### src/rtl/spi_pkg.sv
// Shared SPI frame layout, controller state encoding and peripheral register map.
package spi_pkg;

   localparam int SPI_FRAME_W  = 16;
   localparam int SPI_RW_BIT   = 15;
   localparam int SPI_ADDR_MSB = 14;
   localparam int SPI_ADDR_LSB = 8;
   localparam int SPI_DATA_W   = 8;

   typedef enum logic [2:0] {
      IDLE,
      SETUP,
      SHIFT,
      HOLD,
      GAP
   } spi_state_e;

   localparam logic [6:0] REG_EN_REG_OUT_7_0  = 7'h00;
   localparam logic [6:0] REG_EN_REG_OUT_15_8 = 7'h01;
   localparam logic [6:0] REG_EN_REG_PWM_7_0  = 7'h02;
   localparam logic [6:0] REG_EN_REG_PWM_15_8 = 7'h03;
   localparam logic [6:0] REG_PWM_DUTY_CYCLE  = 7'h04;

   // Read frames carry an all-zero data field.
   function automatic logic [SPI_FRAME_W-1:0] spi_frame(
      input logic                  wr,
      input logic [6:0]            addr,
      input logic [SPI_DATA_W-1:0] data
   );
      return {wr, addr, (wr ? data : {SPI_DATA_W{1'b0}})};
   endfunction

endpackage

### src/rtl/spi_sclk_gen.sv
// SCLK pacer: counts HALF_DIV clk cycles per half-period and strobes the edge about to happen.
module spi_sclk_gen #(
   parameter int HALF_DIV = 4
) (
   input  logic clk,
   input  logic rst,
   input  logic en,
   output logic sclk,
   output logic rise,
   output logic fall
);

   localparam int            CW   = (HALF_DIV > 1) ? $clog2(HALF_DIV) : 1;
   localparam logic [CW-1:0] TERM = CW'(HALF_DIV - 1);

   logic [CW-1:0] cnt_q;
   logic          tick;

   assign tick = en && (cnt_q == TERM);
   assign rise = tick && !sclk;
   assign fall = tick && sclk;

   // NOTE: clocked state uses non-blocking assignments so every register samples pre-edge values.
   always_ff @(posedge clk) begin
      if (rst || !en) begin
         cnt_q <= '0;
         sclk  <= 1'b0;
      end else if (tick) begin
         cnt_q <= '0;
         sclk  <= !sclk;
      end else begin
         cnt_q <= cnt_q + CW'(1);
      end
   end

endmodule

### src/rtl/spi_controller.sv
// SPI mode-0 initiator: one 16-bit command per handshake, MSB first, paced for the peripheral.
// Define SPI_CTRL_READBACK_EN to add cipo capture with rsp_data/rsp_valid.
module spi_controller
   import spi_pkg::*;
#(
   parameter int HALF_DIV  = 4,
   parameter int SETUP_CYC = 2,
   parameter int HOLD_CYC  = 2,
   parameter int GAP_CYC   = 4
) (
   input  logic       clk,
   input  logic       rst,
   input  logic       cmd_valid,
   output logic       cmd_ready,
   input  logic       cmd_write,
   input  logic [6:0] cmd_addr,
   input  logic [7:0] cmd_data,
   output logic       busy,
   output logic       done,
   output logic       sclk,
   output logic       copi,
   output logic       ncs
`ifdef SPI_CTRL_READBACK_EN
   ,
   input  logic       cipo,
   output logic [7:0] rsp_data,
   output logic       rsp_valid
`endif
);

   localparam int PH_MAX = (SETUP_CYC > HOLD_CYC) ?
                           ((SETUP_CYC > GAP_CYC) ? SETUP_CYC : GAP_CYC) :
                           ((HOLD_CYC  > GAP_CYC) ? HOLD_CYC  : GAP_CYC);
   localparam int            PW      = $clog2(PH_MAX + 1);
   localparam logic [PW-1:0] SETUP_T = PW'(SETUP_CYC - 1);
   localparam logic [PW-1:0] HOLD_T  = PW'(HOLD_CYC - 1);
   localparam logic [PW-1:0] GAP_T   = PW'(GAP_CYC - 1);

   spi_state_e             state_q, state_d;
   logic [PW-1:0]          ph_q;
   logic [3:0]             bit_q;
   logic [SPI_FRAME_W-1:0] sr_q;
   logic                   ncs_q;
   logic                   accept, last_bit, sclk_rise, sclk_fall, frame_end;

   assign cmd_ready = (state_q == IDLE) && !rst;
   assign busy      = !cmd_ready;
   assign accept    = cmd_valid && cmd_ready;
   assign last_bit  = (bit_q == 4'd15);
   assign frame_end = (state_q == HOLD) && (state_d == GAP);
   assign done      = (state_q == GAP) && (ph_q == GAP_T) && !rst;
   assign ncs       = ncs_q;
   assign copi      = sr_q[SPI_FRAME_W-1];

   spi_sclk_gen #(.HALF_DIV(HALF_DIV)) u_sclk_gen (
      .clk  (clk),
      .rst  (rst),
      .en   (state_q == SHIFT),
      .sclk (sclk),
      .rise (sclk_rise),
      .fall (sclk_fall)
   );

   // NOTE: state_d gets a default before the case so no path leaves it unassigned (no latch).
   always_comb begin
      state_d = state_q;
      case (state_q)
         IDLE:    if (accept)                  state_d = SETUP;
         SETUP:   if (ph_q == SETUP_T)         state_d = SHIFT;
         SHIFT:   if (sclk_fall && last_bit)   state_d = HOLD;
         HOLD:    if (ph_q == HOLD_T)          state_d = GAP;
         GAP:     if (ph_q == GAP_T)           state_d = IDLE;
         default:                              state_d = IDLE;
      endcase
   end

   always_ff @(posedge clk) begin
      if (rst) begin
         state_q <= IDLE;
         ph_q    <= '0;
         bit_q   <= '0;
         sr_q    <= '0;
         ncs_q   <= 1'b1;
      end else begin
         state_q <= state_d;
         if (state_d != state_q)
            ph_q <= '0;
         else if (state_q inside {SETUP, HOLD, GAP})
            ph_q <= ph_q + PW'(1);

         // copi changes on the same edge sclk falls; bit 0 is held into HOLD.
         if (accept) begin
            sr_q  <= spi_frame(cmd_write, cmd_addr, cmd_data);
            bit_q <= '0;
            ncs_q <= 1'b0;
         end else if (sclk_fall && !last_bit) begin
            sr_q  <= {sr_q[SPI_FRAME_W-2:0], 1'b0};
            bit_q <= bit_q + 4'd1;
         end else if (frame_end) begin
            sr_q  <= '0;
            ncs_q <= 1'b1;
         end
      end
   end

`ifdef SPI_CTRL_READBACK_EN
   // Only the data field of the captured frame is ever reported, so only its 8 bits are kept.
   logic [SPI_DATA_W-1:0] cap_q;
   logic [SPI_DATA_W-1:0] rsp_q;

   always_ff @(posedge clk) begin
      if (rst) begin
         cap_q <= '0;
         rsp_q <= '0;
      end else begin
         if (accept)
            cap_q <= '0;
         else if (sclk_rise)
            cap_q <= {cap_q[SPI_DATA_W-2:0], cipo};
         if (frame_end)
            rsp_q <= cap_q;
      end
   end

   assign rsp_data  = rsp_q;
   assign rsp_valid = done;
`endif

endmodule

### config.mk
export PLATFORM = sky130hd
export DESIGN_NAME = spi_controller
export DESIGN_NICKNAME = d
export VERILOG_FILES = /design/src/rtl/spi_pkg.sv /design/src/rtl/spi_sclk_gen.sv /design/src/rtl/spi_controller.sv
export SDC_FILE = /design/constraint.sdc
export NUM_CORES = 1
export LEC_CHECK = 0
export ABC_AREA = 1
export CAP_MARGIN = 0
export CORE_MARGIN = 4
export CORE_UTILIZATION = 35
export CTS_CLUSTER_SIZE = 30
export DETAILED_ROUTE_END_ITERATION = 10
export HOLD_SLACK_MARGIN = 0.12
export PLACE_DENSITY = 0.61
export SLEW_MARGIN = 25
export SYNTH_ARGS = -nofsm -noshare
export SYNTH_HDL_FRONTEND = slang
export SYNTH_SLANG_ARGS = --single-unit
### constraint.sdc
create_clock -name clk -period 1.41 [get_ports clk]
set_input_delay 0.423 -clock clk [delete_from_list [all_inputs] [get_ports clk]]
set_output_delay 0.423 -clock clk [all_outputs]
set_load 0.1 [all_outputs]
---- Yosys cells after proc, flatten, opt, wreduce, memory -nomap -nowiden ----
Index checks and enable logic that the tools add are counted.
storage, ports and cells
  bits in registers ....................... 30
  output and inout port bits .............. 6
  bits of input ports ..................... 19
  word-level logic and storage cells ...... 57
operators by class
  equality and inequality tests ........... 11
  $add $sub $neg .......................... 3
  reduce and logical (&&, ||, !) cells .... 23
  muxes and demuxes ....................... 13
operators by type and width
  operator             number
  $mux 16              3
  $mux 3               5
  $pmux 3 s5           1
  $eq 3x2->1 const B   3
  $logic_and 1x1->1    9
  $mux 8               1
  $eq 3x1->1 const B   2
  $eq 3x3->1 const B   2
  $reduce_bool 3->1    2
  $reduce_or 2->1      3
  $logic_not 1->1      5
  $add 4x1->4 const B  1
  $eq 4x4->1 const B   1
  $add 3x1->3 const B  1
  $logic_not 3->1      1
  $mux 1               3
  $ne 3x3->1           1
  $add 2x1->2 const B  1
  $eq 2x2->1 const B   1
  $ne 2x2->1 const B   1
  $reduce_and 2->1     1
  $reduce_bool 2->1    1
  $logic_or 1x1->1     1

---- Depth between registers and ports, before layout ----
  word-level depth ........................ 11
  gate-level depth with buffers ........... 10
  gate-level depth less buffers ........... 9

---- By module ----
Synthesis repeated with hierarchy kept, for this count alone.
second synthesis, totals
  cells, all modules ...................... 216
  area total of the unflattened synthesis .. 1,535.2 um2
modules (own cells, without submodules)
  module          instances  cells an instance  area an instance (um2)
  spi_controller  1          198                1,407.6
  spi_sclk_gen    1          18                 127.6

---- Worst setup path after synthesis ----
OpenSTA, ideal clock, no wires.
  path kind ............................... input -> output
  start ................................... in rst
  end ..................................... out busy
  data arrival time ....................... 3.074 ns
  path slack .............................. -2.087 ns
  path buffers ............................ 1
  required time ........................... 0.987 ns
  stages .................................. 5
  path through ............................ inv_1 > clkbuf_1 > nand2_1 > nor2_1 > inv_1
on the way
  cells in the longest elaborated chain, start to end .. 3
ends and longest elaborated chain
  item                 RTL line              text
  from (decl)          spi_controller.sv:12  input logic rst,
  $logic_not 1->1      spi_controller.sv:46  assign cmd_ready = (state_q == IDLE) && !rst;
  $logic_and 1x1->1    spi_controller.sv:46
  named net cmd_ready  spi_controller.sv:14  output logic cmd_ready,
  $logic_not 1->1      spi_controller.sv:47  assign busy = !cmd_ready;
  to (decl)            spi_controller.sv:18  output logic busy,
The timed path passes the listed nets, and every way through them passes these cells.

---- Worst setup path after layout ----
  start ................................... in rst
  end ..................................... out cmd_ready
on the way
  cells in the longest elaborated chain, start to end .. 2
ends and longest elaborated chain
  item               RTL line
  $logic_not 1->1    spi_controller.sv:46
  $logic_and 1x1->1  spi_controller.sv:46
  to (decl)          spi_controller.sv:14
No other way between the ends.

==> out/qor.txt <==
Cell variety after synth -> 28
Mean Syn Cell Area -> 6.95 um2
vias per inst -> 4.69
worst clock skew -> 0.00694 ns
post-synthesis sequential area ratio -> 38.7%
Req. time, crit path -> 0.99 ns
P per Cell Area -> 816 nW/um2
share of the synthesized area in the top cell type -> 38.7%
Hold Violations, Final -> 0
Crit path arrival time -> 1.25 ns
crit path kind -> in2out
CTS tree -> done
critical path capture point -> cmd_ready
R2R Setup Slk -> -0.14 ns
Sw Share -> 28.9%
FF+latch count, synth -> 30
clock buffer depth -> 2
CTS Buf Count -> 5
design area -> 2590 um2
Final Worst Setup Slack -> -0.267 ns
I/O Buffers -> 24
Overall Global Routing Usage -> 15.8%
FF-to-FF Start -> ph_q[0]$_SDFFE_PP0P_
IO Pins -> 25
Reg-to-Reg End -> ph_q[0]$_SDFFE_PP0P_
Die W -> 74.6 um
Detailed Routing Iterations Pass 1 -> 4
Core Footprint -> 4140 um2
Synth async-reset ratio -> 0%
Max VDD drop -> 0.000571 V
cell taking the most area after synthesis -> dfxtp_1
Syn Inst Count -> 223
Initial Util -> 37.4%
Clock Sinks -> 30
Post-synth EDFFs -> 0
GP Congestion -> 0.880
pre-CTS setup slack -> -0.559 ns
worst slew pin tran -> 0.227 ns
Final ANT Viol Nets -> 0
Logic pwr share -> 22.9%
RSZ-0062 raised after global routing -> true
area grow syn2layout -> 67.4%
Hold WC Path Type -> reg2reg
layout cell share with drive strength beyond 1 -> 39.0%
Critical Path Start Type -> primary input
fmax -> 0.596 GHz
Final period util -> 119%
most area-consuming cells after synthesis -> dfxtp_1 (39%), nand2_1 (16%), nor2_1 (9.4%)
ANT cells -> 0
Total Die Area -> 5560 um2
Worst setup EP type -> output pin
R2R depth -> 11
Root Buffer -> clkbuf_8
Slew Viols, Final -> 0
failing checks -> negative setup slack
Nets -> 315
DR WL/cell -> 11.6 um
vias in the first global route -> 1,500
Ys Warns -> 0
first-pass GRT wire length -> 6.74 mm
syn_nets -> 247
Worst-path clk slew -> 0.06 ns
initial antenna violation count -> 0
Main synth FF type -> dfxtp_1
FILL cells -> 356
Cell Area, Placed -> 2140 um2
Clock power frac -> 33.9%
Final HPWL DP -> 2.57 mm
final WL -> 3.96 mm
Mapped Area -> 1550 um2
outcome -> complete, but fails checks
DR iter-0 viols -> 43
worst setup path startpoint -> rst
htree depth -> 2
Maximum Capacitance Violations -> 0
pin count of the biggest net entering global routing -> 17
Pwr Total -> 2120 uW
Internal -> 1510 uW
Chip Height -> 74.6 um
Clock Latency Late Sink -> 0.29 ns
vias -> 1,605
Switching Power -> 611 uW
Relative slew margins -> 84.9%
Post-CTS Hold Buffers -> 0
FP Rows -> 23
final critical path time including I/O delays and setup -> 1.68 ns
sequential share of power -> 43.2%
GRT Residual Overflow -> 0
drt drc -> 0
P_leak -> 0.00118 uW
Setup Viol. Count Final -> 23
Critical Path Fanout Max -> 2
## sequential cells by signal, summed over array words and instances, names as in the netlist
| name | cells |
|---|---|
| sr_q | 16 |
| state_q | 3 |
| ph_q | 3 |
| ncs | 1 |
| u_sclk_gen.sclk | 1 |
| u_sclk_gen.cnt_q | 2 |
| bit_q | 4 |
## power by group through the flow
stage	clock, uW	sequential [uW]	combinational [uW]
after CTS	739	912	434
after detailed placement	0	928	389
after floorplan	0	953	194
after global routing	784	918	523
after global placement	0	928	384
final	719	914	484
## kinds of logic (layout without fill, tap and decap cells)
| logic type | after synthesis | in the layout | synth area share, % |
|---|---|---|---|
| AOI/OAI and AO/OA | 30 | 30 | 10.3 |
| and+or+nand+nor | 129 | 130 | 37.6 |
| adders and majority gates | 5 | 5 | 4.04 |
| xor gates and xnor gates | 1 | 1 | 0.565 |
| DFF | 30 | 30 | 38.7 |
| buffers and inverters | 28 | 96 | 8.72 |
## critical path, stage by stage
cell and delay (ns):
clkdlybuf4s15_1 0.17, buf_6 0.14, inv_16 0.05, nand2_4 0.06
nor2_4 0.13, buf_6 0.12, buf_12 0.16
## cell usage in the layout (no fill, tap or decap), types with 2 or more instances in the layout
master | netlist | final
nand2_1 | 65 | 59
nor2_1 | 39 | 32
buf_4 | 0 | 28
dfxtp_1 | 30 | 23
clkdlybuf4s50_1 | 0 | 17
inv_1 | 21 | 14
buf_6 | 2 | 12
buf_12 | 0 | 8
nor2_4 | 3 | 7
o21ai_2 | 0 | 7
o21ai_1 | 0 | 6
o21ai_0 | 19 | 6
a21oi_1 | 8 | 6
clkbuf_8 | 0 | 6
nand2_4 | 0 | 5
dfxtp_2 | 0 | 5
nand3_4 | 1 | 4
nand3_2 | 2 | 4
nor2_2 | 1 | 4
nor3_1 | 5 | 4
inv_4 | 1 | 3
nand2_2 | 2 | 3
nand3_1 | 7 | 3
ha_4 | 0 | 3
inv_2 | 0 | 2
a21oi_2 | 0 | 2
dfxtp_4 | 0 | 2
## cell usage after synthesis, types with 2 or more instances
| library cell | number |
|---|---|
| nand2_1 | 65 |
| nor2_1 | 39 |
| dfxtp_1 | 30 |
| inv_1 | 21 |
| o21ai_0 | 19 |
| a21oi_1 | 8 |
| nand3_1 | 7 |
| ha_1 | 5 |
| nor3_1 | 5 |
| nor2_4 | 3 |
| buf_6 | 2 |
| nand2_2 | 2 |
| nand3_2 | 2 |
## layer usage
layer,GRT usage (%),part of all wire (%),vias to the layer above
met5,0,0,-
met4,8.70,2.8,0
met3,3.51,3.0,11
met2,26.0,50,20
met1,19.2,45,725
li1,-,-,849
## through the flow
step,setup TNS [ns],hold WS [ns],cells,utilization [%]
after global routing,-4.78,0.444,342,62.6
final,-2.75,0.424,342,62.6
after global placement,-12.77,0.417,320,51.6
after floorplan,-1.59,0.404,223,-
after CTS,-1.18,0.431,338,58.7
after detailed placement,-13.22,0.420,320,51.6
## area by class of cell
type / instances / area (um2) / area share [%]
well taps: 50 / 62.6 / 2.41
clock inverters: 1 / 5.00 / 0.193
inverters: 22 / 115 / 4.44
multi-input cells: 166 / 1030 / 39.5
flip-flops and latches: 30 / 614 / 23.7
clock buffers: 7 / 86.3 / 3.33
repair buffers: 66 / 686 / 26.4
## what timing repair did
item                       CTS  global route
setup endpoints to repair   26            27
pin swaps                   14            14
gates cloned                 1             0
resized for setup           41            43
buffers inserted             9             5
## how the worst min path moves through the flow
stage | start | to | slack [ns] | depth (start not counted)
after floorplan | u_sclk_gen.cnt_q[0]$_SDFF_PP0_ | u_sclk_gen.cnt_q[0]$_SDFF_PP0_ | 0.40 | 1
after global placement | u_sclk_gen.cnt_q[0]$_SDFF_PP0_ | u_sclk_gen.cnt_q[0]$_SDFF_PP0_ | 0.42 | 1
after detailed placement | u_sclk_gen.cnt_q[0]$_SDFF_PP0_ | u_sclk_gen.cnt_q[0]$_SDFF_PP0_ | 0.42 | 1
after CTS | u_sclk_gen.cnt_q[0]$_SDFF_PP0_ | u_sclk_gen.cnt_q[0]$_SDFF_PP0_ | 0.43 | 1
after global routing | u_sclk_gen.cnt_q[0]$_SDFF_PP0_ | u_sclk_gen.cnt_q[0]$_SDFF_PP0_ | 0.44 | 1
final | u_sclk_gen.cnt_q[0]$_SDFF_PP0_ | u_sclk_gen.cnt_q[0]$_SDFF_PP0_ | 0.42 | 1
No activity file was read; power rests on OpenSTA's default activity.
